==> src/rtl/dm_pkg.sv <==
// Shared load/store encodings and controller state for the RV32I data-memory path.
// The decoder and data_mem_ctrl both import this package.
package dm_pkg;

  localparam logic [2:0] DM_B  = 3'b000;
  localparam logic [2:0] DM_H  = 3'b001;
  localparam logic [2:0] DM_W  = 3'b010;
  localparam logic [2:0] DM_BU = 3'b100;
  localparam logic [2:0] DM_HU = 3'b101;

  typedef enum logic [1:0] {
    IDLE   = 2'd0,
    ACC0   = 2'd1,
    ACC1   = 2'd2,
    FINISH = 2'd3
  } dm_state_e;

  // Access size in bytes; bit 2 (unsigned) never affects size, and 011/11x act as W.
  function automatic logic [2:0] dm_size(input logic [2:0] ctrl);
    case (ctrl[1:0])
      2'b00:   return 3'd1;
      2'b01:   return 3'd2;
      default: return 3'd4;
    endcase
  endfunction

endpackage

==> src/rtl/dm_lane_align.sv <==
// Combinational lane steering: store data/byte-enable placement across two words
// and load extraction with sign/zero extension.
module dm_lane_align
  import dm_pkg::*;
(
  input  logic [2:0]  ctrl,
  input  logic [1:0]  off,
  input  logic [31:0] store_data,
  input  logic [31:0] lo_word,
  input  logic [31:0] hi_word,
  output logic        split,
  output logic [3:0]  be0,
  output logic [3:0]  be1,
  output logic [31:0] lane0,
  output logic [31:0] lane1,
  output logic [31:0] load_data
);

  logic [2:0]  size;
  logic [7:0]  mask;
  logic [63:0] lanes;
  logic [31:0] shifted;

  assign size  = dm_size(ctrl);
  assign split = ({1'b0, off} + size) > 3'd4;

  always_comb begin
    case (size)
      3'd1:    mask = 8'h01;
      3'd2:    mask = 8'h03;
      default: mask = 8'h0F;
    endcase
    mask  = mask << off;
    lanes = {32'b0, store_data} << {off, 3'b000};
    be0   = mask[3:0];
    be1   = mask[7:4];
    lane0 = lanes[31:0];
    lane1 = lanes[63:32];
  end

  always_comb begin
    shifted = 32'({hi_word, lo_word} >> {off, 3'b000});
    case (ctrl)
      DM_B:    load_data = {{24{shifted[7]}}, shifted[7:0]};
      DM_H:    load_data = {{16{shifted[15]}}, shifted[15:0]};
      DM_BU:   load_data = {24'b0, shifted[7:0]};
      DM_HU:   load_data = {16'b0, shifted[15:0]};
      default: load_data = shifted;
    endcase
  end

endmodule

==> src/rtl/data_mem_ctrl.sv <==
// Load/store controller: drives a word-wide synchronous SRAM with byte enables,
// splitting word-crossing accesses into two SRAM transactions.
module data_mem_ctrl
  import dm_pkg::*;
#(
  parameter int ADDR_W = 10
) (
  input  logic              clk,
  input  logic              rst_n,
  input  logic              req,
  output logic              ready,
  input  logic              DMWr,
  input  logic [2:0]        DMCtrl,
  input  logic [31:0]       Addr,
  input  logic [31:0]       DataWr,
  output logic [31:0]       DataRd,
  output logic              done,
  output logic              mem_en,
  output logic              mem_we,
  output logic [3:0]        mem_be,
  output logic [ADDR_W-1:0] mem_addr,
  output logic [31:0]       mem_wdata,
  input  logic [31:0]       mem_rdata
);

  dm_state_e          state_q, state_d;
  logic               dmwr_q, dmwr_d;
  logic [2:0]         ctrl_q, ctrl_d;
  logic [1:0]         off_q, off_d;
  logic [ADDR_W-1:0]  w0_q, w0_d, w1;
  logic [31:0]        wdata_q, wdata_d;
  logic [31:0]        lo_q, lo_d;
  logic [31:0]        data_rd_q, data_rd_d;
  logic               done_q, done_d;

  logic               split;
  logic [3:0]         be0, be1;
  logic [31:0]        lane0, lane1, load_word, lo_word;
  logic               unused_addr_hi;

  assign unused_addr_hi = ^Addr[31:ADDR_W+2];
  assign w1      = w0_q + ADDR_W'(1);
  // A non-split load finds its only word on mem_rdata during FINISH.
  assign lo_word = split ? lo_q : mem_rdata;

  dm_lane_align u_align (
    .ctrl       (ctrl_q),
    .off        (off_q),
    .store_data (wdata_q),
    .lo_word    (lo_word),
    .hi_word    (mem_rdata),
    .split      (split),
    .be0        (be0),
    .be1        (be1),
    .lane0      (lane0),
    .lane1      (lane1),
    .load_data  (load_word)
  );

  // NOTE: sequential state uses non-blocking assignments so every flop samples pre-edge values.
  always_ff @(posedge clk) begin
    if (!rst_n) state_q <= IDLE;
    else        state_q <= state_d;
  end

  always_comb begin
    state_d = state_q;
    case (state_q)
      IDLE:    if (req) state_d = ACC0;
      ACC0:    state_d = split ? ACC1 : FINISH;
      ACC1:    state_d = FINISH;
      FINISH:  state_d = IDLE;
      default: state_d = IDLE;
    endcase
  end

  always_comb begin
    // NOTE: hold-value defaults on every comb output keep this block latch-free.
    dmwr_d    = dmwr_q;
    ctrl_d    = ctrl_q;
    off_d     = off_q;
    w0_d      = w0_q;
    wdata_d   = wdata_q;
    lo_d      = lo_q;
    data_rd_d = data_rd_q;
    done_d    = (state_q == FINISH);
    if (state_q == IDLE && req) begin
      dmwr_d  = DMWr;
      ctrl_d  = DMCtrl;
      off_d   = Addr[1:0];
      w0_d    = Addr[ADDR_W+1:2];
      wdata_d = DataWr;
    end
    if (state_q == ACC1) lo_d = mem_rdata;
    if (state_q == FINISH && !dmwr_q) data_rd_d = load_word;
  end

  // NOTE: reset is synchronous, so it is sampled inside the clocked block only.
  always_ff @(posedge clk) begin
    if (!rst_n) begin
      dmwr_q    <= 1'b0;
      ctrl_q    <= 3'b0;
      off_q     <= 2'b0;
      w0_q      <= '0;
      wdata_q   <= 32'b0;
      lo_q      <= 32'b0;
      data_rd_q <= 32'b0;
      done_q    <= 1'b0;
    end else begin
      dmwr_q    <= dmwr_d;
      ctrl_q    <= ctrl_d;
      off_q     <= off_d;
      w0_q      <= w0_d;
      wdata_q   <= wdata_d;
      lo_q      <= lo_d;
      data_rd_q <= data_rd_d;
      done_q    <= done_d;
    end
  end

  always_comb begin
    ready     = 1'b0;
    mem_en    = 1'b0;
    mem_we    = 1'b0;
    mem_be    = 4'b0;
    mem_addr  = '0;
    mem_wdata = 32'b0;
    case (state_q)
      IDLE: ready = 1'b1;
      ACC0: begin
        mem_en    = 1'b1;
        mem_we    = dmwr_q;
        mem_be    = dmwr_q ? be0 : 4'hF;
        mem_addr  = w0_q;
        mem_wdata = lane0;
      end
      ACC1: begin
        mem_en    = 1'b1;
        mem_we    = dmwr_q;
        mem_be    = be1;
        mem_addr  = w1;
        mem_wdata = lane1;
      end
      default: ;
    endcase
  end

  assign DataRd = data_rd_q;
  assign done   = done_q;

endmodule

==> config.mk <==
export PLATFORM = sky130hd
export DESIGN_NAME = data_mem_ctrl
export DESIGN_NICKNAME = d
export VERILOG_FILES = /design/src/rtl/dm_pkg.sv /design/src/rtl/dm_lane_align.sv /design/src/rtl/data_mem_ctrl.sv
export SDC_FILE = /design/constraint.sdc
export NUM_CORES = 1
export LEC_CHECK = 0
export BUFFER_PORTS_ARGS = -buffer_cell sky130_fd_sc_hd__buf_2
export CAP_MARGIN = 20
export CORE_MARGIN = 2
export CORE_UTILIZATION = 35
export CTS_CLUSTER_DIAMETER = 100
export DETAILED_ROUTE_END_ITERATION = 8
export SYNTH_ARGS = -nofsm -noshare
export SYNTH_HDL_FRONTEND = slang
export SYNTH_SLANG_ARGS = --single-unit
==> constraint.sdc <==
create_clock -name clk -period 9.3 [get_ports clk]
set_input_delay 0.465 -clock clk [delete_from_list [all_inputs] [get_ports clk]]
set_output_delay 0.465 -clock clk [all_outputs]
set_load 0.005 [all_outputs]
Yosys cells after proc, flatten, opt, wreduce, memory -nomap -nowiden
Index checks and enable logic that the tools add are counted.

Add/subtract/negate cells: 2. Order comparisons: 1. Equality and inequality tests: 10. Shift operators: 3. Mux-type cells: 14. Reduce and logical (&&, ||, !) cells: 7.

Operator list (count): $pmux W32 S4 (1); $pmux W32 S2 (1); $shl A32 B5 Y64 (1); $shr A64 B5 Y32 (1); $mux W32 (1); $pmux W10 S2 (1); $pmux W4 S2 (2); $add A10 B1 Y10 const B (1); $pmux W2 S4 (1); $shl A4 B2 Y8 (1); $eq A3 B1 Y1 const B (2); $eq A3 B3 Y1 const B (2); $pmux W3 S2 (1); $eq A2 B1 Y1 const B (2); $eq A2 B2 Y1 const B (2); $logic_not A2 Y1 (2); $mux W1 (4); $mux W4 (1); $add A2 B3 Y3 (1); $eq A3 B2 Y1 const B (1); $gt A3 B3 Y1 const B (1); $logic_not A3 Y1 (1); $logic_and A1 B1 Y1 (2); $mux W2 (1); other kinds (3) (3).

Register bits: 115. Bits of input ports: 103. Output and inout port bits: 82.

Logic depth before layout (Yosys ltp)
Depth in word-level cells: 7. Depth in mapped cells: 11. Gate-level depth less buffers: 10.

Modules after synthesis
From an unflattened synthesis, not the netlist that was laid out.

Cell total of the unflattened synthesis: 895. Area total of the unflattened synthesis: 7377.1 um^2.

Modules (own cells, without submodules): data_mem_ctrl (instances 1, cells each 645, area an instance 5268.8 um^2, seq. area each 2302.2 um^2); dm_lane_align (instances 1, cells each 250, area an instance 2108.3 um^2, seq. area each 0.0 um^2).

Worst setup path before layout
Ideal clock, no wire load.

Path type: flip-flop to flip-flop. Start: register off_q[1]. End: register data_rd_q[20] (netlist: DataRd[20]). Setup time: 0.122 ns. Arrival time: 2.893 ns. Required time: 9.178 ns. Setup slack: 6.285 ns. Cell stages (with the launch flop): 11. Path through: dfxtp_1 buf_2 inv_1 clkbuf_1 clkbuf_1 fa_1 xnor2_2 nand2_4 buf_6 mux4_2 a221o_1.

Word-level cells in the longest chain between the ends: 5.

Ends and longest elaborated chain: start, declared (line data_mem_ctrl.sv:29) `logic [1:0] off_q, off_d;`; start signal, assigned (line data_mem_ctrl.sv:103) `off_q <= 2'b0;`; start signal, assigned (line data_mem_ctrl.sv:112) `off_q <= off_d;`; $add A2 B3 Y3 (line dm_lane_align.sv:25) `assign split = ({1'b0, off} + size) > 3'd4;`; $gt A3 B3 Y1 (line dm_lane_align.sv:25); $mux W32 (line data_mem_ctrl.sv:44) `assign lo_word = split ? lo_q : mem_rdata;`; $shr A64 B5 Y32 * (line dm_lane_align.sv:42) `shifted = 32'({hi_word, lo_word} >> {off, 3'b000});`; $pmux W32 S4 * (line dm_lane_align.sv:43) `case (ctrl)`; end signal, assigned (line data_mem_ctrl.sv:116) `data_rd_q <= data_rd_d;`; end, declared (line data_mem_ctrl.sv:33) `logic [31:0] data_rd_q, data_rd_d;`.

Mark *: on every way between the ends. The rest lies on a longest branch, timed or not. A chain may end at the register's enable or synchronous reset.

Worst setup path in the final report
Start: register ctrl_q[1]. End: register data_rd_q[25] (netlist: DataRd[25]).

Word-level cells in the longest chain between the ends: 7. Elaborated cells on any way between the ends: 12.

Ends and longest elaborated chain: start, declared (line data_mem_ctrl.sv:28) `logic [2:0] ctrl_q, ctrl_d;`; start signal, assigned (line data_mem_ctrl.sv:111) `ctrl_q <= ctrl_d;`; $eq A2 B1 Y1 / $logic_not A2 Y1 (equally long branches) (line dm_pkg.sv:20) `case (ctrl[1:0])`; $pmux W3 S2 (line dm_pkg.sv:20); $add A2 B3 Y3 (line dm_lane_align.sv:25); $gt A3 B3 Y1 (line dm_lane_align.sv:25); $mux W32 (line data_mem_ctrl.sv:44); $shr A64 B5 Y32 (line dm_lane_align.sv:42); $pmux W32 S4 * (line dm_lane_align.sv:43).

Marked as above.

==> results.tsv <==
metric	value	unit
status	finished clean	
synthesis-to-layout area growth	20.6	%
Netlist cell types	55	
grt met3 use	5.74	%
# DRC	0	
worst-margin pin slew	1.04	ns
Final #Nets	1083	
die area	21800	um^2
Die Ht	148	um
crit path max fanout	32	
net count after synthesis	957	
hold path startpoint	Addr[1]	
DP Wirelength	15500	um
vias in the first global route	6343	
Via Count	6842	
FF-to-FF path depth	10	
met1 Track Usage GR	27.9	%
share of cells above drive strength 1	25.8	%
GRT met2 Usage	32.7	%
CP max-delay cell	a2111oi_0	
Top Usage Layer GRT	met2	
Hold WC Path Type	primary input to flip-flop	
Reg clk slew, reported paths	0.06	ns
CP top delay family	compound AO/OA/AOI/OAI gates	
CTS tree	yes	
antenna violations before repair	6	
Max Cap Viol	0	
final setup vio count	0	
Yosys top cell area share	31.9	%
ys flop type	dfxtp_1	
CP bufs+invs	2	
EDFF count, synth	0	
starting density of the core	35.7	%
fmax	0.257	GHz
leading area contributor after synthesis	dfxtp_1	
total CTS buffers	17	
FILL cells	2005	
cells after synthesis	846	
final WL	22800	um
Final Hold Viols	0	
worst-case clock buffer depth	2	
Async SR Flop Fraction	0	%
Pleak	3.42	nW
setup TNS	0	ns
top post-synthesis cells by area	dfxtp_1 32%, mux2i_1 12%, nand2_1 7.6%, mux4_2 6.2%, a21boi_0 5.0%	
Vias/cell	5.45	
unrepaired setup endpoints after global routing	no	
CP Class	flip-flop to flip-flop	
YS warnings	0	
initial DRC count	442	
max_slew headroom	30.6	%
Hold Crit Endpoint	off_q[1]	
Pre-antenna DRT Iters	5	
Peak VDD IR	0.133	mV
first-pass GRT wire length	35600	um
R2R Setup Slk	5.41	ns
syn_area_per_cell	8.54	um^2
CTS sink count	115	
end of the worst register-to-register path	DataRd[25]	
Avg WL per Cell	18.2	um
CP Launch Type	flip-flop	
die width	148	um
clock skew	0.0104	ns
# H-tree levels	4	
period utilization	41.9	%
Antenna Nets Post-Route	0	
max-slew violation count	0	
GRT overflow	0	
Post-CTS Setup Bufs	0	
cell count along the critical path	10	
Worst Path Required	9.66	ns
post-cts resize count	0	
crit-path cells	or2_2 > inv_1 > ha_1 > inv_1 > fa_1 > xnor2_2 > nand2_4 > mux2i_1 > a2111oi_0 > o221a_2	
GRT Util Overall	20.8	%
FF+latch count, synth	115	
num ports	185	
pwr/cell area	260	nW/um^2
hold depth	3	
post-synthesis cell area	7220	um^2
hold buffer count at CTS	0	
Clock Tree Root	clkbuf_16	
worst-skew pair later-pin latency	0.42	ns
Port Buf Inserts	164	
std cell rows	52	
core area	20200	um^2
gp weighted congestion	0.830	
Tmin final	3.89	ns
post-synthesis sequential area ratio	31.9	%
dpl ws	5.42	ns
endpoint class of the critical path	flip-flop	
largest net degree at the start of global routing	61	
CP arrival	4.26	ns
CP most frequent cell	inv_1	
r2r startpoint	ctrl_q[1]	
worst setup margin	5.41	ns
max incr delay on CP	0.81	ns
==> area by class of cell <==
type | instances | area [um^2] | area share [%]
timing repair buffer | 173 | 888 | 10.2
sequential | 115 | 2310 | 26.5
antenna | 2 | 5.00 | 0.0575
clock buffer | 20 | 447 | 5.13
clock inverter | 10 | 87.6 | 1.01
inverter | 8 | 30.0 | 0.345
multi-input combinational | 657 | 4610 | 52.9
tap | 270 | 338 | 3.88
==> cells by family (layout without fill, tap and decap cells) <==
logic type | after synthesis | count (layout) | synth area share, %
AO/OA/AOI/OAI | 206 | 206 | 20.9
XOR/XNOR | 5 | 5 | 0.710
adder cells (fa/ha/maj) | 8 | 8 | 1.49
buffers and inverters | 74 | 211 | 4.44
flip-flops | 115 | 115 | 31.9
multiplexers | 117 | 117 | 19.8
other | 0 | 2 | 0
AND/OR/NAND/NOR | 321 | 321 | 20.8
==> flip-flops by register name, summed over array words and instances (netlist names) <==
register,flops
DataRd,32
lo_q,32
wdata_q,32
w0_q,10
ctrl_q,3
off_q,2
state_q,2
dmwr_q,1
done,1
==> routing by layer <==
| layer | vias up | part of all wire, % | wire length (um) |
|---|---|---|---|
| met5 | - | 0.20 | 46 |
| met4 | 8 | 1.6 | 361 |
| met3 | 32 | 6.9 | 1570 |
| met2 | 233 | 46 | 10600 |
| met1 | 3256 | 45 | 10200 |
| li1 | 3313 | - | - |
==> worst max-delay path by stage <==
stage	start	end	slack, ns
finish	ctrl_q[1]	DataRd[25]	5.41
global route	ctrl_q[1]	DataRd[26]	5.25
CTS	ctrl_q[1]	DataRd[25]	5.38
detailed placement	ctrl_q[1]	DataRd[25]	5.42
global placement	ctrl_q[1]	DataRd[25]	5.44
floorplan	off_q[1]	DataRd[20]	6.28
==> per-stage QoR <==
step | hold WS [ns] | instance area, um^2 | instances | total power, mW | utilization (%)
2_1_floorplan | 0.453 | 7220 | 846 | 1.38 | -
3_3_place_gp | 0.467 | 8170 | 1223 | 1.65 | 40.4
3_5_place_dp | 0.478 | 8170 | 1223 | 1.66 | 40.4
4_1_cts | 0.279 | 8700 | 1253 | 2.27 | 43.0
5_1_grt | 0.290 | 8700 | 1253 | 2.40 | 43.0
6_report | 0.291 | 8710 | 1255 | 2.26 | 43.0
==> layout by cell type (no fill, tap or decap), types with 13 or more instances in the layout <==
cell / count
o22ai_1: 15
a21boi_0: 48
dfxtp_1: 113
nand2_1: 147
buf_2: 164
a21oi_1: 13
mux2i_1: 90
nand3_1: 30
clkbuf_16: 17
mux4_2: 20
o21ai_0: 48
nor2_1: 50
o221a_2: 15
nor2b_1: 51
==> tightest hold or removal path, delay by kind of cell <==
family,cells,cell delay [ns]
and+or+nand+nor,1,0.04
buffers and inverters,1,0.09
AOI/OAI and AO/OA,1,0.06
==> where the power goes <==
group | total (mW) | leakage, nW | switching, mW | internal (mW)
clock network | 0.603 | 0.261 | 0.234 | 0.368
logic | 0.963 | 2.22 | 0.566 | 0.397
registers | 0.697 | 0.938 | 0.101 | 0.596
total | 2.26 | 3.42 | 0.901 | 1.36
==> synthesized netlist by cell type (3+ instances only) <==
master	number
a2111o_1	4
and3_1	10
o22ai_1	15
a22oi_1	9
nand3_1	30
nor2b_1	52
and2_1	8
nand2b_1	11
ha_1	7
a21boi_0	48
mux4_2	20
inv_1	8
a21oi_1	13
dfxtp_1	115
buf_2	10
xor2_1	3
nor2_1	50
clkbuf_1	42
mux2_2	7
a22o_1	3
buf_1	9
nand4b_1	7
o221a_2	15
o21a_1	10
nand2_1	147
o211ai_1	10
o21ai_0	48
a2111oi_0	4
a221o_1	7
buf_4	3
mux2i_1	90
o311a_1	3
(Power assumes the default switching activity.)
